`config.mk`:
```
export PLATFORM = sky130hd
export DESIGN_NAME = traffic_fleet_move
export DESIGN_NICKNAME = d
export VERILOG_FILES = /design/src/rtl/traffic_pkg.sv /design/src/rtl/car_slot.sv /design/src/rtl/traffic_fleet_move.sv
export SDC_FILE = /design/constraint.sdc
export NUM_CORES = 1
export LEC_CHECK = 0
export BUFFER_PORTS_ARGS = -buffer_cell sky130_fd_sc_hd__buf_2
export CAP_MARGIN = 20
export CORE_UTILIZATION = 45
export DETAILED_ROUTE_END_ITERATION = 16
export PLACE_DENSITY_LB_ADDON = 0.05
export SLEW_MARGIN = 5
export SYNTH_ARGS = -nofsm -noshare
export SYNTH_HDL_FRONTEND = slang
export SYNTH_SLANG_ARGS = --single-unit
```
`constraint.sdc`:
```
create_clock -name clk -period 5.7 [get_ports clk]
set_clock_uncertainty 0.05 [all_clocks]
set_input_delay 0 -clock clk [delete_from_list [all_inputs] [get_ports clk]]
set_output_delay 0 -clock clk [all_outputs]
set_load 0.01 [all_outputs]
```
`src/rtl/traffic_pkg.sv`:
```
// traffic_pkg: shared types and helpers for the enemy-car fleet mover.
//   car_type_t   : kind of enemy car held by a slot
//   slot_state_t : per-slot motion FSM states
//   car_speed()  : per-type vertical speed in pixels per motion update
//   INIT_Y       : off-screen start row for a freshly released car (-OBJ_H)
package traffic_pkg;

    typedef enum logic [1:0] {
        YELLOW     = 2'd0,
        RED        = 2'd1,
        BLUE_TRUCK = 2'd2,
        STABLE     = 2'd3
    } car_type_t;

    typedef enum logic [1:0] {
        IDLE  = 2'd0,
        MOVE  = 2'd1,
        CHECK = 2'd2
    } slot_state_t;

    localparam int               OBJ_H_DEF = 32;
    localparam logic signed [10:0] INIT_Y  = 11'(-OBJ_H_DEF);

    // Speeds are identical today but kept per type so they can diverge.
    function automatic logic [3:0] car_speed(input car_type_t t);
        case (t)
            YELLOW:     return 4'd3;
            RED:        return 4'd3;
            BLUE_TRUCK: return 4'd3;
            STABLE:     return 4'd3;
            default:    return 4'd3;
        endcase
    endfunction

endpackage

```
`src/rtl/car_slot.sv`:
```
// car_slot: one enemy-car slot (FSM, position, steering).
//   clk, reset      : clock, async active-high reset
//   grant           : load a new car (honoured only while IDLE)
//   move_tick       : motion update strobe
//   steer_win       : steering enabled for RED cars this update
//   freeze / flush  : hold everything / retire immediately
//   playerspeed     : player speed added to Y each update
//   ld_type/ld_x/ld_target : release data loaded on grant
//   idle, active    : slot state flags
//   x, y, ctype     : current position and car type
module car_slot
    import traffic_pkg::*;
#(
    parameter int OBJ_H    = OBJ_H_DEF,
    parameter int Y_BOTTOM = 479,
    parameter int X_STEP   = 1
) (
    input  logic               clk,
    input  logic               reset,
    input  logic               grant,
    input  logic               move_tick,
    input  logic               steer_win,
    input  logic               freeze,
    input  logic               flush,
    input  logic [3:0]         playerspeed,
    input  car_type_t          ld_type,
    input  logic [10:0]        ld_x,
    input  logic [10:0]        ld_target,
    output logic               idle,
    output logic               active,
    output logic signed [10:0] x,
    output logic signed [10:0] y,
    output car_type_t          ctype
);

    localparam logic signed [10:0] L_INIT_Y = 11'(-OBJ_H);

    slot_state_t        r_state, w_state_nx;
    logic signed [10:0] r_x, r_y, r_target;
    logic signed [10:0] w_x_nx, w_y_nx, w_target_nx;
    car_type_t          r_type, w_type_nx;

    logic signed [11:0] w_y_step;   // Y after one update, before truncation
    logic signed [11:0] w_y_bottom; // bottom edge of the car
    logic signed [11:0] w_dx;       // signed distance to steering target
    logic               w_offscreen;

    always_comb begin
        w_y_step    = $signed({r_y[10], r_y}) - $signed({8'd0, car_speed(r_type)})
                    + $signed({8'd0, playerspeed});
        w_y_bottom  = $signed({r_y[10], r_y}) + $signed(12'(OBJ_H));
        w_dx        = $signed({r_target[10], r_target}) - $signed({r_x[10], r_x});
        w_offscreen = (w_y_bottom < 0) || (r_y > $signed(11'(Y_BOTTOM)));
    end

    // NOTE: every next-state signal gets a default first so no latch is inferred.
    always_comb begin
        w_state_nx  = r_state;
        w_x_nx      = r_x;
        w_y_nx      = r_y;
        w_type_nx   = r_type;
        w_target_nx = r_target;

        if (flush) begin
            w_state_nx = IDLE;
        end else if (grant && r_state == IDLE) begin
            // Grants bypass freeze: they only touch a slot that is not moving.
            w_state_nx  = MOVE;
            w_x_nx      = ld_x;
            w_y_nx      = L_INIT_Y;
            w_type_nx   = ld_type;
            w_target_nx = ld_target;
        end else if (!freeze) begin
            case (r_state)
                MOVE: begin
                    if (move_tick) begin
                        w_state_nx = CHECK;
                        w_y_nx     = w_y_step[10:0];
                        if (r_type == RED && steer_win) begin
                            // Clamp to the target so the step never overshoots.
                            if (w_dx > $signed(12'(X_STEP)))
                                w_x_nx = r_x + 11'(X_STEP);
                            else if (w_dx < -$signed(12'(X_STEP)))
                                w_x_nx = r_x - 11'(X_STEP);
                            else
                                w_x_nx = r_target;
                        end
                    end
                end
                CHECK:   w_state_nx = w_offscreen ? IDLE : MOVE;
                default: w_state_nx = r_state;
            endcase
        end
    end

    // NOTE: sequential state uses non-blocking assignments only.
    always_ff @(posedge clk or posedge reset) begin
        if (reset) begin
            r_state  <= IDLE;
            r_x      <= '0;
            r_y      <= L_INIT_Y;
            r_type   <= YELLOW;
            r_target <= '0;
        end else begin
            r_state  <= w_state_nx;
            r_x      <= w_x_nx;
            r_y      <= w_y_nx;
            r_type   <= w_type_nx;
            r_target <= w_target_nx;
        end
    end

    assign idle   = (r_state == IDLE);
    assign active = (r_state != IDLE);
    assign x      = r_x;
    assign y      = r_y;
    assign ctype  = r_type;

endmodule

```
`src/rtl/traffic_fleet_move.sv`:
```
// traffic_fleet_move: NUM_CARS enemy-car slots with shared release allocator.
//   clk, reset        : clock, async active-high reset
//   startOfFrame      : frame pulse; onesec : one-second pulse
//   playerspeed       : player speed added to every car's Y per update
//   freeze, flush     : pause all motion / retire all slots
//   release_*         : spawn request and car data (sampled on startOfFrame)
//   ready             : some slot is IDLE
//   release_ack/slot  : registered grant pulse and granted slot index
//   release_drop      : registered pulse, request rejected (fleet full)
//   active, topLeftX, topLeftY, carType : flattened per-slot outputs
module traffic_fleet_move
    import traffic_pkg::*;
#(
    parameter int NUM_CARS     = 4,
    parameter int FRAME_DIV    = 4,
    parameter int STEER_PERIOD = 4,
    parameter int X_STEP       = 1,
    parameter int OBJ_H        = OBJ_H_DEF,
    parameter int Y_BOTTOM     = 479,
    localparam int SLOT_W      = (NUM_CARS > 1) ? $clog2(NUM_CARS) : 1
) (
    input  logic                  clk,
    input  logic                  reset,
    input  logic                  startOfFrame,
    input  logic                  onesec,
    input  logic [3:0]            playerspeed,
    input  logic                  freeze,
    input  logic                  flush,
    input  logic                  release_req,
    input  logic [1:0]            release_type,
    input  logic [10:0]           release_x,
    input  logic [10:0]           release_target_x,
    output logic                  ready,
    output logic                  release_ack,
    output logic [SLOT_W-1:0]     release_slot,
    output logic                  release_drop,
    output logic [NUM_CARS-1:0]   active,
    output logic [11*NUM_CARS-1:0] topLeftX,
    output logic [11*NUM_CARS-1:0] topLeftY,
    output logic [2*NUM_CARS-1:0] carType
);

    localparam int FC_W = (FRAME_DIV > 1) ? $clog2(FRAME_DIV) : 1;
    localparam int SC_W = (STEER_PERIOD > 1) ? $clog2(STEER_PERIOD) : 1;

    logic [FC_W-1:0]   r_frame_cnt;
    logic [SC_W-1:0]   r_sec_cnt;
    logic              r_ack, r_drop;
    logic [SLOT_W-1:0] r_slot;

    logic                w_move_tick, w_steer_win, w_req, w_found;
    logic [SLOT_W-1:0]   w_idx;
    logic [NUM_CARS-1:0] w_grant, w_idle, w_active;
    logic signed [10:0]  w_x [NUM_CARS];
    logic signed [10:0]  w_y [NUM_CARS];
    car_type_t           w_type [NUM_CARS];

    assign w_move_tick = startOfFrame && (r_frame_cnt == '0);
    assign w_steer_win = (r_sec_cnt == '0);
    assign w_req       = startOfFrame && release_req && !flush;

    // Lowest-index IDLE slot wins. Uses registered state, so a slot retiring
    // on this same edge is not eligible until the next frame.
    always_comb begin
        w_grant = '0;
        w_found = 1'b0;
        w_idx   = '0;
        for (int i = 0; i < NUM_CARS; i++) begin
            if (w_idle[i] && !w_found) begin
                w_found    = 1'b1;
                w_idx      = SLOT_W'(i);
                w_grant[i] = w_req;
            end
        end
    end

    always_ff @(posedge clk or posedge reset) begin
        if (reset) begin
            r_frame_cnt <= '0;
            r_sec_cnt   <= '0;
            r_ack       <= 1'b0;
            r_drop      <= 1'b0;
            r_slot      <= '0;
        end else begin
            if (startOfFrame)
                r_frame_cnt <= (r_frame_cnt == FC_W'(FRAME_DIV - 1)) ? '0 : r_frame_cnt + 1'b1;
            if (onesec)
                r_sec_cnt <= (r_sec_cnt == SC_W'(STEER_PERIOD - 1)) ? '0 : r_sec_cnt + 1'b1;
            r_ack  <= w_req && w_found;
            r_drop <= w_req && !w_found;
            r_slot <= w_idx;
        end
    end

    for (genvar g = 0; g < NUM_CARS; g++) begin : g_slot
        car_slot #(
            .OBJ_H    (OBJ_H),
            .Y_BOTTOM (Y_BOTTOM),
            .X_STEP   (X_STEP)
        ) u_slot (
            .clk         (clk),
            .reset       (reset),
            .grant       (w_grant[g]),
            .move_tick   (w_move_tick),
            .steer_win   (w_steer_win),
            .freeze      (freeze),
            .flush       (flush),
            .playerspeed (playerspeed),
            .ld_type     (car_type_t'(release_type)),
            .ld_x        (release_x),
            .ld_target   (release_target_x),
            .idle        (w_idle[g]),
            .active      (w_active[g]),
            .x           (w_x[g]),
            .y           (w_y[g]),
            .ctype       (w_type[g])
        );
        assign topLeftX[11*g +: 11] = w_x[g];
        assign topLeftY[11*g +: 11] = w_y[g];
        assign carType[2*g +: 2]    = w_type[g];
    end

    assign ready        = |w_idle;
    assign active       = w_active;
    assign release_ack  = r_ack;
    assign release_drop = r_drop;
    assign release_slot = r_slot;

endmodule

```
### Word-level counts from Yosys, hierarchy flattened

Index checks and enable logic that the tools add are counted.

* flip-flop bits (word level): 156
* bits of input ports: 35
* output and inout bits: 105
* word-level logic and storage cells: 260

* add/subtract/negate cells: 26
* $lt $le $gt $ge: 16
* eq/ne operators: 34
* multiplexer cells: 82
* bitwise gates (word level): 1
* reductions and logical operators: 76

Operator list (count)
* 11-bit two-way mux: 44
* 12-bit by 1-bit less-than comparator with 1-bit output (second input constant): 8
* 11-bit by 7-bit adder with 12-bit output (second input constant): 4
* 12-bit by 2-bit greater-than comparator with 1-bit output (second input constant): 4
* 11-bit by 11-bit subtractor with 12-bit output: 4
* 11-bit by 2-bit adder with 11-bit output (second input constant): 4
* 11-bit by 5-bit adder with 11-bit output: 4
* 11-bit by 10-bit greater-than comparator with 1-bit output (second input constant): 4
* 11-bit by 2-bit subtractor with 11-bit output (second input constant): 4
* 11-bit by 5-bit subtractor with 11-bit output: 4
* 2-bit two-way mux: 17
* 2-bit nonzero test: 16
* 2-bit equality test (second input constant): 14
* 2-bit zero test: 10
* 5-bit AND reduction: 4
* 4-bit OR reduction: 5
* 2-bit by 1-bit equality test with 1-bit output (second input constant): 8
* 1-bit logical AND: 16
* 4-bit two-way mux: 4
* 2-bit case mux with 2 select lines: 4
* 4-bit AND reduction: 4
* 4-bit nonzero test: 4
* 1-bit two-way mux: 13
* 3-bit by 1-bit != test with 1-bit output (second input constant): 4
* 9 further kinds: 28

### Logic depth before layout (Yosys ltp)

Gate-level depths: netlist (run 1).

* word-level depth: 14
* mapped depth: 15
* mapped depth without buffers: 14

### Modules after synthesis

Synthesis (run 1) repeated with hierarchy kept, for this count alone.

* cell total of the unflattened synthesis: 1730
* area, all modules: 14395.1 µm²

By module, submodules not included
* car_slot (g_slot[0].u_slot ...): times used 3, cells an instance 420, area each 3502.1 µm², seq. area each 933.4 µm²
* car_slot (g_slot[1].u_slot): times used 1, cells an instance 430, area each 3477.1 µm², seq. area each 933.4 µm²
* traffic_fleet_move: times used 1, cells an instance 40, area each 411.6 µm², seq. area each 200.2 µm²

### Worst setup path after synthesis (run 1)

No wires, ideal clock.

* path type: flip-flop to flip-flop
* start: register g_slot[2].u_slot.r_x[4]
* end: register g_slot[2].u_slot.r_x[3]
* library setup time: 0.126 ns
* arrival: 3.590 ns
* required time: 5.524 ns
* path slack: 1.934 ns
* cell stages (with the launch flop): 14
* buffers on the path: 2
* clock period less this slack: 3.766 ns
* cell sequence: dfrtp_1 > clkbuf_1 > inv_1 > ha_1 > clkbuf_1 > a21o_1 > a221oi_1 > mux2_1 > or3_1 > nor3_1 > mux2i_1 > o2111ai_1 > o21ai_1 > a221o_1

* word-level cells in the longest chain between the ends: 9
* elaborated cells on any way between the ends: 10
* those cells by class: add/sub (1); order compare (2); mux (7)

Ends and longest elaborated chain
* start, declared: RTL line car_slot.sv:39 `logic signed [10:0] r_x, r_y, r_target;`
* start signal, assigned: RTL line car_slot.sv:106 `r_x <= w_x_nx;`
* 11-bit by 11-bit subtractor with 12-bit output (*): RTL line car_slot.sv:52 `w_dx = $signed({r_target[10], r_target}) - $signed({r_x[10], r_x});`
* 12-bit by 1-bit less-than comparator with 1-bit output: RTL line car_slot.sv:83 `else if (w_dx < -$signed(12'(X_STEP)))`
* 11-bit two-way mux: RTL line car_slot.sv:83
* 11-bit two-way mux (*): RTL line car_slot.sv:81 `if (w_dx > $signed(12'(X_STEP)))`
* 11-bit two-way mux (*): RTL line car_slot.sv:79 `if (r_type == RED && steer_win) begin`
* 11-bit two-way mux (*): RTL line car_slot.sv:76 `if (move_tick) begin`
* 11-bit two-way mux (*): RTL line car_slot.sv:74 `case (r_state)`
* 11-bit two-way mux (*): RTL line car_slot.sv:73 `end else if (!freeze) begin`
* 11-bit two-way mux (*): RTL line car_slot.sv:66 `end else if (grant && r_state == IDLE) begin`

Every way passes the cells marked *; elsewhere a longest branch is shown, timed or not. The select of a mux whose other input is x is not followed.
A chain may end at the register's enable or synchronous reset.

### Final worst setup path (run 1)

* start: register g_slot[2].u_slot.r_x[0]
* end: register g_slot[2].u_slot.r_x[3]

* word-level cells in the longest chain between the ends: 9
* elaborated cells on any way between the ends: 12
* those cells by class: add/sub (3); order compare (2); mux (7)

Ends and longest elaborated chain (RTL line)
* 11-bit by 11-bit subtractor with 12-bit output: car_slot.sv:52
* 12-bit by 1-bit less-than comparator with 1-bit output: car_slot.sv:83
* 11-bit two-way mux: car_slot.sv:83
* 11-bit two-way mux (*): car_slot.sv:81
* 11-bit two-way mux (*): car_slot.sv:79
* 11-bit two-way mux (*): car_slot.sv:76
* 11-bit two-way mux (*): car_slot.sv:74
* 11-bit two-way mux (*): car_slot.sv:73
* 11-bit two-way mux (*): car_slot.sv:66

Marked as above.

==> run metrics, run 1 <==
status finished, final reports clean; reg2reg setup slack approximately 1.5 ns; met3 routed WL 1.63 mm; CTS clk-pin slew, worst paths ~0.070 ns; DRT iter0 DRCs 827; Cells after Synth approximately 1600; via count 12200; Post-CTS Hold Fix Bufs 31; maxcap violations 0; gr usage total between 20% and 30%; CP endpoint kind register; Top-Level Pins 140; Worst EP required 5.97 ns; crit start category register; Synth area leader dfrtp_1; antenna-violating nets left 0; Area after DPL 14300 sq um; P_leak between 7 and 8 nW; dpl hpwl 29.5 mm; Filler cells 2781; final slew viol count 0; Top FF cell, synth dfrtp_1; Tcrit/Tclk final 73.2%; multi-input combinational cell area 8540 sq um; highest metal used met4; die footprint 30100 sq um; Yosys top cell area share 25.0%; asr flop ratio synth 100%; pin count of the biggest net entering global routing approximately 100; DR DRC count 0; P per Cell Area 374 nW/um^2; Hold Vio Cnt, Final 0; first-pass GRT wire length between 60 and 70 mm; Register Area 3930 sq um; remaining global-route overflow 0; die width 173 um; Post-Syn Nets 1776; Total Power between 5 and 6 mW; Final #Nets 1927; area grow syn2layout 15.2%; initial antenna violation count 0; post_cts resized 0; Core ar. 28800 sq um; synth top area cells dfrtp_1 25%, ha_1 13%, xnor2_1 5.8%; crit-path max FO 9; TritonRoute pass-1 iters 6; routed vias/inst about 5.7; Die Ht 173 um; crit path kind register to register; Post-synth EDFFs 0; placed cell count 2082; Worst Path Arrival 4.44 ns; DR WL/cell ~18 um; Initial Util between 40 and 50%; Rows 62; maximum VDD drop 0.228 mV; commonest non-fill, non-tap cell in the layout nand2_1; H-tree depth 4; Clock Latency Late Sink 0.44 ns; clock tree from TritonCTS yes; commonest cells after routing, fill and taps aside 196 x nand2_1, 147 x inv_1, 139 x buf_2; Tmin final between 4 and 5 ns; Fin Hold WS between 0.07 and 0.08 ns; post-route cell area 15200 sq um; RSZ-0062 raised after global routing no; Clock Tree Buf Depth 2; clk root buf clkbuf_16; synthesized area between 10000 and 15000 sq um; antenna cells 0; met2 wire length 18.6 mm; fmax approximately 240 MHz; Max-slew headroom 26.7%; RePlAce Congestion between 0.9 and 1; clock sink count 156; routed wire length around 39 mm; syn avg cell area 8.28 sq um; Hold WC Path Type primary input to register; port bufs ~140; register area share after synthesis 29.8%; Yosys cell types 79; Post-CTS Setup Inserts 0; Synth Warn # 0; Inserted Clock Buffers 17; Slew @ Worst Pin approximately 1.1 ns; M1 WL about 18 mm; Yosys reg bits 156; share of cells above drive strength 1 around 14%; setup TNS 0 ns; Non-Filler Instances 2145; final setup vio count 0; vias in the first global route 11800
## stage by stage
| stage | utilization (%) | setup WS (ns) |
|---|---|---|
| 2_1_floorplan | - | 1.48 |
| 3_3_place_gp | 49.8 | 1.67 |
| 3_5_place_dp | 49.8 | 1.54 |
| 4_1_cts | 52.9 | 1.52 |
| 5_1_grt | 52.9 | 1.20 |
| 6_report | 52.9 | 1.53 |
## power breakdown
group          internal, mW  switching [mW]  leakage [nW]
registers              1.34           0.320          1.94
clock network         0.622           0.527         0.285
logic                  1.22            1.67          4.94
## worst paths after layout
check,to,cells past startpoint,start
setup / recovery,g_slot[2].u_slot.x[3]$_DFFE_PP0P_,12,g_slot[2].u_slot.x[0]$_DFFE_PP0P_
hold / removal,release_ack$_DFF_PP0_,3,release_req
setup reg to reg,g_slot[2].u_slot.x[3]$_DFFE_PP0P_,12,g_slot[2].u_slot.x[0]$_DFFE_PP0P_
hold reg to reg,g_slot[2].u_slot.y[3]$_DFFE_PP0P_,2,g_slot[2].u_slot.y[3]$_DFFE_PP0P_
max in group asynchronous,g_slot[3].u_slot.r_target[5]$_DFFE_PP0P_,4,reset
min in group asynchronous,g_slot[1].u_slot.y[4]$_DFFE_PP0P_,3,reset
## logic make-up after synthesis
| group | Yosys count | synth area share, % |
|---|---|---|
| AND/OR/NAND/NOR | 532 | 19.1 |
| AO/OA/AOI/OAI | 418 | 21.0 |
| buffers and inverters | 203 | 5.96 |
| flip-flops | 156 | 29.8 |
| adder cells (fa/ha/maj) | 144 | 14.1 |
| XOR/XNOR | 104 | 6.89 |
| multiplexers | 40 | 3.22 |
## sequential cells by signal (all words and copies together) (netlist names)
signal and cells:
release_ack 1, g_slot.u_slot.y 44, r_frame_cnt 2, release_drop 1, g_slot.u_slot.ctype 8, g_slot.u_slot.x 44, g_slot.u_slot.r_state 8, r_sec_cnt 2
g_slot.u_slot.r_target 44, release_slot 2
## synthesized netlist by cell type, types with 6 or more instances
library cell	number
nand2_1	196
inv_1	148
ha_1	136
dfrtp_1	132
a21oi_1	94
xnor2_1	88
nor2_1	85
nor3_1	80
o21ai_0	66
nand3_1	44
clkbuf_1	41
o21ai_1	29
dfstp_2	24
a21o_1	23
a31oi_1	22
a22oi_1	21
mux2i_1	20
nand2b_1	20
o21bai_1	20
a211oi_1	19
and3_1	17
mux2_2	16
xor2_1	16
nor2b_1	15
nor4_1	14
o211ai_1	14
o21a_1	13
o221ai_1	13
or3_1	13
nand3b_1	11
nand4_1	11
o22ai_1	11
a22o_1	8
fa_1	8
o31ai_1	8
buf_1	6
## cell type report
type | count | share of cell area [%]
multi-input cells | 1238 | 56.1
clock inverters | 11 | 0.649
clock buffers | 21 | 3.16
repair buffers | 187 | 7.44
flip-flops and latches | 156 | 25.8
well taps | 384 | 3.15
inverters | 148 | 3.68
## per-layer routing
layer	global-route usage, %	vias to the layer above
li1	-	5985
met1	36.2	5858
met2	44.1	323
met3	3.33	46
met4	6.86	0
met5	0	-
## worst max-delay path, cell delays in order, from the launching register on
cell	delay, ns
dfrtp_1	0.47
ha_1	0.23
inv_1	0.06
fa_1	0.41
a21o_1	0.21
a221oi_1	0.43
mux2_1	0.38
or3_1	0.39
nor3_1	0.32
mux2i_1	0.38
o2111ai_1	0.33
o21ai_1	0.10
a221o_1	0.29
No activity file was read; power rests on OpenSTA's default activity.
==> run 2, diff against run 1 <==
Clock period 5.7 ns to 3.89 ns, I/O delays scaled along.
==> run metrics, run 2 (same netlist as run 1, synthesis figures left out) <==
RePlAce Congestion 0.942 (was 0.913); share of cells above drive strength 1 16.2% (was 14.3%); reg2reg path depth 15 (was 12); clock sink count 156 (unchanged); internal power 4.68 mW (was 3.18 mW); first-pass GRT wire length 65.1 mm (was 63.4 mm); Hold Path Sink release_ack$_DFF_PP0_ (unchanged); antenna cells 0 (unchanged); Tcrit/Tclk final 97.3% (was 73.2%); via count 12400 (was 12200); commonest cells after routing, fill and taps aside 195 x nand2_1, 147 x inv_1, 140 x buf_2 (was 196 x nand2_1, 147 x inv_1, 139 x buf_2); hold path start release_req (unchanged); Hold WC Path Type primary input to register (unchanged); maxcap violations 0 (unchanged); Critical-path top delay cell or4_1 (was dfrtp_1); initial antenna violation count 0 (unchanged); Die Ht 173 um (unchanged); switch share 44.6% (was 44.2%); DR WL/cell 18.7 um (was 18.3 um); Max-slew headroom 39.2% (was 26.7%); commonest non-fill, non-tap cell in the layout nand2_1 (unchanged); pre-CTS setup slack 0.0696 ns (was 1.54 ns); fmax 264 MHz (was 240 MHz); maximum VDD drop 0.418 mV (was 0.228 mV); sequential power share 28.3% (was 29.1%); Worst Path Arrival 4.05 ns (was 4.44 ns); Core ar. 28800 sq um (unchanged); final slew viol count 0 (unchanged); setup TNS 0 ns (unchanged); reg2reg setup slack 0.11 ns (was 1.53 ns); routed wire length 40.7 mm (was 39.3 mm); status finished, final reports clean (unchanged); Fin Hold WS 0.108 ns (was 0.0749 ns); Switch Pwr 3.77 mW (was 2.52 mW); die width 173 um (unchanged); Worst EP required 4.15 ns (was 5.97 ns); routed vias/inst 5.73 (was 5.69); DRT iter0 DRCs 827 (unchanged); Tmin final 3.78 ns (was 4.17 ns); Filler cells 2785 (was 2781); slowest stage delay, CP 0.55 ns (was 0.47 ns); Logic pwr share 52.3% (was 50.7%); Inserted Clock Buffers 17 (unchanged); TritonRoute pass-1 iters 6 (unchanged); crit start category register (unchanged); Reg-to-Reg Start g_slot[3].u_slot.r_target[0]$_DFFE_PP0P_ (was g_slot[2].u_slot.x[0]$_DFFE_PP0P_); final setup vio count 0 (unchanged); clk root buf clkbuf_16 (unchanged); area grow syn2layout 17.1% (was 15.2%); P per Cell Area 546 nW/um^2 (was 374 nW/um^2); clock tree from TritonCTS yes (unchanged); DR DRC count 0 (unchanged); Slew @ Worst Pin 0.908 ns (was 1.10 ns); vias in the first global route 11900 (was 11800); P_leak 7.29 nW (was 7.17 nW); port bufs 139 (unchanged); die footprint 30100 sq um (unchanged); Clock Tree Buf Depth 2 (unchanged); crit-path max FO 8 (was 9); Top-Level Pins 140 (unchanged); dpl hpwl 30.7 mm (was 29.5 mm); H-tree depth 4 (unchanged); Initial Util 45.9% (unchanged); Hold Vio Cnt, Final 0 (unchanged); Clock Latency Late Sink 0.44 ns (about the same); crit path kind register to register (unchanged); Final #Nets 1953 (was 1927); CP endpoint kind register (unchanged); Setup WS post-layout 0.106 ns (was 1.53 ns); Rows 62 (unchanged); CP cell instances inv_1, ha_1, inv_1, fa_1, a21o_1, a21o_1, a211oi_2, nor3_1, or4_1, nor4bb_2, and2_4, nand2b_1, buf_4, mux2i_1, o21ai_1 (was ha_1, inv_1, fa_1, a21o_1, a221oi_1, mux2_1, or3_1, nor3_1, mux2i_1, o2111ai_1, o21ai_1, a221o_1); pin count of the biggest net entering global routing 59 (was 101); remaining global-route overflow 0 (unchanged); hold depth 3 (unchanged); Clock power frac 19.4% (was 20.2%); gr usage total 27.2% (was 26.5%); antenna-violating nets left 0 (unchanged); worst r2r dst g_slot[3].u_slot.x[3]$_DFFE_PP0P_ (was g_slot[2].u_slot.x[3]$_DFFE_PP0P_); CTS clk-pin slew, worst paths 0.07 ns (about the same)
-- run 2: cell type report --
cell class / instances / area, sq um / area share, %
clock buffer: 19 / 443 / 2.86
clock inverter: 13 / 110 / 0.711
tap: 384 / 480 / 3.10
inverter: 148 / 559 / 3.61
timing repair buffer: 213 / 1340 / 8.67
sequential: 156 / 3930 / 25.4
multi-input combinational: 1238 / 8610 / 55.6
-- run 2: repair_timing --
action,in CTS,in global routing
hold endpoints to repair,119,0
hold buffers,31,0
endpoints found under the setup margin,0,34
gates resized for setup,0,18
setup buffers,0,1
-- run 2: worst max path at each step --
stage / start / endpoint / slack, ns
after floorplan: g_slot[2].u_slot.x[4]$_DFFE_PP0P_ / g_slot[2].u_slot.x[3]$_DFFE_PP0P_ / 0.12
after global placement: g_slot[1].u_slot.r_target[0]$_DFFE_PP0P_ / g_slot[1].u_slot.x[6]$_DFFE_PP0P_ / 0.13
after detailed placement: g_slot[1].u_slot.r_target[0]$_DFFE_PP0P_ / g_slot[1].u_slot.x[6]$_DFFE_PP0P_ / 0.07
after CTS: g_slot[1].u_slot.r_target[0]$_DFFE_PP0P_ / g_slot[1].u_slot.x[6]$_DFFE_PP0P_ / 0.05
after global routing: g_slot[3].u_slot.r_target[0]$_DFFE_PP0P_ / g_slot[3].u_slot.x[3]$_DFFE_PP0P_ / -0.04
final: g_slot[3].u_slot.r_target[0]$_DFFE_PP0P_ / g_slot[3].u_slot.x[3]$_DFFE_PP0P_ / 0.11
-- run 2: power by group through the flow --
stage	Sequential [mW]	Clock (mW)	Combinational, mW
6_report	2.39	1.64	4.42
5_1_grt	2.44	1.72	4.95
4_1_cts	2.39	1.68	4.35
3_5_place_dp	2.42	0	4.29
3_3_place_gp	2.41	0	4.25
2_1_floorplan	2.39	0	3.15
-- run 2: routing by layer --
metal,track usage [%],vias to the layer above,part of all wire (%),routed length (um)
met5,0,-,0,0
met4,7.56,0,2.2,901
met3,3.84,51,5.0,2040
met2,44.4,377,46,18800
met1,37.5,5971,47,18900
li1,-,6044,-,-
-- run 2: through the flow --
step | util, % | total power, mW | cell area [sq um] | std cells
2_1_floorplan | - | 5.54 | 13200 | 1597
6_report | 53.8 | 8.45 | 15500 | 2171
3_3_place_gp | 50.5 | 6.66 | 14500 | 2106
5_1_grt | 53.8 | 9.12 | 15500 | 2171
3_5_place_dp | 50.5 | 6.71 | 14500 | 2106
4_1_cts | 53.5 | 8.41 | 15400 | 2169
-- run 2: critical path, delay by kind of cell, from the launching register on --
kind / cells / cell delay [ns]
mux: 1 / 0.21
fa+ha+maj: 2 / 0.55
buf+inv: 3 / 0.32
compound gates: 4 / 0.76
simple gates: 5 / 1.39
flops: 1 / 0.38
